==> src/rtl/seq_gen_tx.sv <==
// Serial pattern generator: sends a PAT_W-bit pattern MSB first, repeated
// reps times with gap zero-bit spacing, then pulses done for one cycle.
module seq_gen_tx #(
   parameter int               PAT_W   = 6,
   parameter logic [PAT_W-1:0] DEF_PAT = 6'b101011
) (
   input  logic             clko,
   input  logic             reset,
   input  logic             start,
   input  logic             load,
   input  logic [PAT_W-1:0] pat_in,
   input  logic [3:0]       reps,
   input  logic [2:0]       gap,
   output logic             outp,
   output logic             frame,
   output logic             busy,
   output logic             done,
   output logic [2:0]       state
);

   localparam int            CW   = $clog2(PAT_W);
   localparam logic [CW-1:0] LAST = CW'(PAT_W - 1);

   typedef enum logic [2:0] {
      IDLE = 3'b001,
      SEND = 3'b010,
      GAP  = 3'b011,
      DONE = 3'b100
   } state_t;

   state_t           state_r, state_s;
   logic [PAT_W-1:0] pat_reg, pat_s;
   logic [CW-1:0]    bit_r, bit_s, nxt_s;
   logic [3:0]       rep_r, rep_s;
   logic [2:0]       gap_r, gap_s, gcnt_r, gcnt_s;
   logic             outp_r, frame_r, busy_r, done_r;
   logic             outp_s, frame_s, busy_s, done_s;

   // Next-state and next-output decode; rep_r counts repetitions still owed
   // after the current one, bit_r is the index of the bit now on outp.
   always_comb begin
      state_s = IDLE;
      pat_s   = pat_reg;
      bit_s   = bit_r;
      nxt_s   = bit_r + {{(CW-1){1'b0}}, 1'b1};
      rep_s   = rep_r;
      gap_s   = gap_r;
      gcnt_s  = gcnt_r;
      outp_s  = 1'b0;
      frame_s = 1'b0;
      busy_s  = 1'b0;
      done_s  = 1'b0;
      case (state_r)
         IDLE: begin
            if (load) begin
               pat_s = pat_in;
            end else begin
               pat_s = pat_reg;
            end
            if (start) begin
               state_s = SEND;
               rep_s   = (reps == 4'd0) ? 4'd0 : reps - 4'd1;
               gap_s   = gap;
               bit_s   = {CW{1'b0}};
               outp_s  = load ? pat_in[PAT_W-1] : pat_reg[PAT_W-1];
               frame_s = 1'b1;
               busy_s  = 1'b1;
            end else begin
               state_s = IDLE;
            end
         end
         SEND: begin
            if (bit_r == LAST) begin
               bit_s = {CW{1'b0}};
               if (rep_r == 4'd0) begin
                  state_s = DONE;
                  done_s  = 1'b1;
               end else if (gap_r != 3'd0) begin
                  state_s = GAP;
                  gcnt_s  = gap_r;
                  rep_s   = rep_r - 4'd1;
                  busy_s  = 1'b1;
               end else begin
                  state_s = SEND;
                  rep_s   = rep_r - 4'd1;
                  outp_s  = pat_reg[PAT_W-1];
                  frame_s = 1'b1;
                  busy_s  = 1'b1;
               end
            end else begin
               state_s = SEND;
               bit_s   = nxt_s;
               outp_s  = pat_reg[LAST - nxt_s];
               frame_s = 1'b1;
               busy_s  = 1'b1;
            end
         end
         GAP: begin
            busy_s = 1'b1;
            if (gcnt_r <= 3'd1) begin
               state_s = SEND;
               gcnt_s  = 3'd0;
               bit_s   = {CW{1'b0}};
               outp_s  = pat_reg[PAT_W-1];
               frame_s = 1'b1;
            end else begin
               state_s = GAP;
               gcnt_s  = gcnt_r - 3'd1;
            end
         end
         DONE: begin
            state_s = IDLE;
            if (load) begin
               pat_s = pat_in;
            end else begin
               pat_s = pat_reg;
            end
         end
         default: begin
            state_s = IDLE;
            bit_s   = {CW{1'b0}};
            rep_s   = 4'd0;
            gcnt_s  = 3'd0;
         end
      endcase
   end

   // State, counters, pattern and all outputs registered together.
   always_ff @(posedge clko or posedge reset) begin
      if (reset) begin
         state_r <= IDLE;
         pat_reg <= DEF_PAT;
         bit_r   <= {CW{1'b0}};
         rep_r   <= 4'd0;
         gap_r   <= 3'd0;
         gcnt_r  <= 3'd0;
         outp_r  <= 1'b0;
         frame_r <= 1'b0;
         busy_r  <= 1'b0;
         done_r  <= 1'b0;
      end else begin
         state_r <= state_s;
         pat_reg <= pat_s;
         bit_r   <= bit_s;
         rep_r   <= rep_s;
         gap_r   <= gap_s;
         gcnt_r  <= gcnt_s;
         outp_r  <= outp_s;
         frame_r <= frame_s;
         busy_r  <= busy_s;
         done_r  <= done_s;
      end
   end

   assign outp  = outp_r;
   assign frame = frame_r;
   assign busy  = busy_r;
   assign done  = done_r;
   assign state = state_r;

endmodule

==> config.mk <==
export PLATFORM = sky130hd
export DESIGN_NAME = seq_gen_tx
export DESIGN_NICKNAME = d
export VERILOG_FILES = /design/src/rtl/seq_gen_tx.sv
export SDC_FILE = /design/constraint.sdc
export NUM_CORES = 1
export LEC_CHECK = 0
export CORE_MARGIN = 2
export CORE_UTILIZATION = 35
export DETAILED_ROUTE_END_ITERATION = 10
export PLACE_DENSITY = 0.59
export REMOVE_ABC_BUFFERS = 1
export SETUP_SLACK_MARGIN = 0.15
export SLEW_MARGIN = 20
export SYNTH_ARGS = -nofsm -noshare
export SYNTH_HDL_FRONTEND = slang
export SYNTH_SLANG_ARGS = --single-unit
==> constraint.sdc <==
create_clock -name clko -period 3.25 [get_ports clko]
set_input_delay 0.65 -clock clko [delete_from_list [all_inputs] [get_ports clko]]
set_output_delay 0.65 -clock clko [all_outputs]
set_load 0.01 [all_outputs]
==> run summary <==
Final Hold Fails: 0
routed len/inst: 14.56 µm
via count: 1175
share of layout cells above drive strength 1: 19.28%
HPWL Detailed: 2418 µm
vias in the first global route: 1172
VDD IR max: 0.3104 mV
R2R Path End: rep_r[1]
asr flop ratio synth: 100.0%
Std-Cell Rows: 24
EDFF count, synth: 0
Pins Over Slew Limit: 0
Remaining DRCs: 0
Finish-stage setup viols: 0
CP peak stage delay: 0.62 ns
GR Util All Layers: 13.73%
Reg2Reg Depth: 6
RSZ-0062 raised after global routing: no
Fillers: 414
YS warnings: 0
routability congestion estimate: 0.7896
crit share post-route: 65.70%
clock slew at the register clock pins of the worst setup and hold paths: 0.09 ns
Routed Antenna Nets: 0
max-cap violations: 0
Num CTS Buffers: 3
crit path buf inv count: 1
Initial Utilization: 35.61%
I/O Buffers: 23
Static Leakage: 0.7453 nW
Hold Crit Class: register to register
die area: 4913 µm²
Distinct cells, synth: 49
Sink Count: 25
CTS root buf: clkbuf_8
DP Cell Count: 214
max reg flops: 6
Hold Startpoint: rep_r[1]
Final Non-Filler Cells: 218
Antenna diodes: 0
average size of a mapped cell: 10.54 µm²
Post-Syn Instances: 145
sequential-to-total area share from yosys stat: 41.33%
gr ovfl total: 0
total power: 1.550 mW
critical path arrival: 1.49 ns
initial antenna violation count: 0
WHS Path Cells: 1
TNS Setup: 0 ns
die height: 70.10 µm
area of placed instances: 1785 µm²
family with the most delay on the worst path: buffers and inverters
Reg-to-Reg Start: rep_r[0]
# nets final: 191
first-pass GRT wire length: 5554 µm
Max Fclk: 0.4684 GHz
vias per cell: 5.390
worst path cell trace: clkdlybuf4s50_1
CTS H-tree lvls: 1
Critical Path Fanout Max: 15
Longest Clk Path Bufs: 2
routed wire length: 3173 µm
pwr/cell area: 844.8 nW/µm²
ys flop type: dfrtp_1
largest net degree at the start of global routing: 26
# Post-CTS Setup Buffers: 0
CTS hold repair buffers: 0
initial DRC count: 19
Worst Max-Slew Pin Slew: 0.9286 ns
clock skew: 0.001672 ns
synthesis-stage register bit count: 25
post-route cell area: 1834 µm²
Die X: 70.10 µm
synthesized cell area: 1529 µm²
outcome: finished clean
CP endpoint kind: output pin
worst skew pair latency: 0.27 ns
Core Region: 4294 µm²
Setup CP Type: register to output pin
area grow syn2layout: 19.97%
reg-to-reg slack, setup: 1.16 ns
post-CTS sizing: 0
min Tclk post-route: 2.135 ns
worst hold endpoint: rep_r[1]
slowest cell on the critical path: clkdlybuf4s50_1
DRT Pass-1 Iters: 5
CP required: 2.60 ns
Max-slew headroom: 38.02%
Worst Hold Slack: 0.5358 ns
CTS tree: done
CP startpoint kind: register
# IOs: 24
layer usage:
metal | routed length [µm] | vias up | global-route usage, %
li1 | - | 570 | -
met1 | 1450 | 581 | 18.45
met2 | 1578 | 22 | 23.07
met3 | 131 | 2 | 2.886
met4 | 13 | 0 | 2.564
met5 | 0 | - | 0
kinds of logic (layout without fill, tap and decap cells):
group | count (synthesis) | count (layout) | synth area share [%]
flip-flops | 25 | 25 | 41.33
multiplexers | 17 | 17 | 13.01
buffers and inverters | 17 | 38 | 5.237
XOR/XNOR | 2 | 2 | 1.146
AND/OR/NAND/NOR | 38 | 38 | 15.71
AO/OA/AOI/OAI | 39 | 39 | 17.84
adder cells (fa/ha/maj) | 7 | 7 | 5.728
power by group:
part / internal, mW / switching [mW]
registers: 0.466 / 0.141
logic: 0.397 / 0.360
clock network: 0.0868 / 0.0990
how the worst max path moves through the flow:
stage	start	endpoint	slack, ns	depth (start not counted)
2_1_floorplan	rep_r[0]	rep_r[0]	1.34	6
3_3_place_gp	start	rep_r[1]	1.07	5
3_5_place_dp	start	rep_r[1]	1.02	5
4_1_cts	state[1]	busy	1.11	1
5_1_grt	state[1]	state[1]	1.03	1
6_report	state[1]	busy	1.11	1
layout make-up:
class	count	area, µm²	area share [%]
timing repair buffer	23	230.2	12.55
tap	52	65.06	3.547
clock inverter	1	7.507	0.4093
sequential	25	631.9	34.45
clock buffer	3	41.29	2.251
inverter	11	41.29	2.251
multi-input combinational	103	817.0	44.54
cells in the mapped netlist (2+ instances only):
cell type	count	area (µm²)
nor2b_1	2	12.51
nor3b_1	2	15.01
nor2_1	4	15.01
dfstp_2	5	131.4
mux2_2	11	123.9
o21ai_0	14	70.07
buf_4	2	15.01
mux2i_1	3	30.03
or2_2	2	12.51
a211o_1	2	17.52
xnor2_1	2	17.52
mux2_1	2	22.52
a21oi_1	4	20.02
dfrtp_1	20	500.5
nor3_1	5	25.02
o22ai_1	4	25.02
nand2b_1	4	25.02
o31ai_1	3	22.52
inv_1	11	41.29
nand2_1	7	26.28
ha_1	7	87.58
clkbuf_1	2	7.510
through the flow:
stage / setup slack [ns] / util [%]
floorplan: 1.340 / -
global placement: 1.070 / 41.58
detailed placement: 1.022 / 41.58
CTS: 1.111 / 42.72
global route: 1.034 / 42.72
finish: 1.115 / 42.72
cells in the final DEF (no fill, tap or decap), types with 2 or more instances in the layout:
cell,synthesis,routed
a211o_1,2,2
a21oi_1,4,4
clkbuf_8,0,3
clkdlybuf4s50_1,0,23
dfrtp_1,20,20
dfstp_2,5,5
ha_1,7,7
inv_1,11,11
mux2_1,2,2
mux2_2,11,11
mux2i_1,3,3
nand2_1,7,7
nand2b_1,4,4
nor2_1,4,4
nor2b_1,2,2
nor3_1,5,5
nor3b_1,2,2
o21ai_0,14,14
o22ai_1,4,4
o31ai_1,3,3
or2_2,2,2
xnor2_1,2,2
Power figures use the tool's default switching activity.
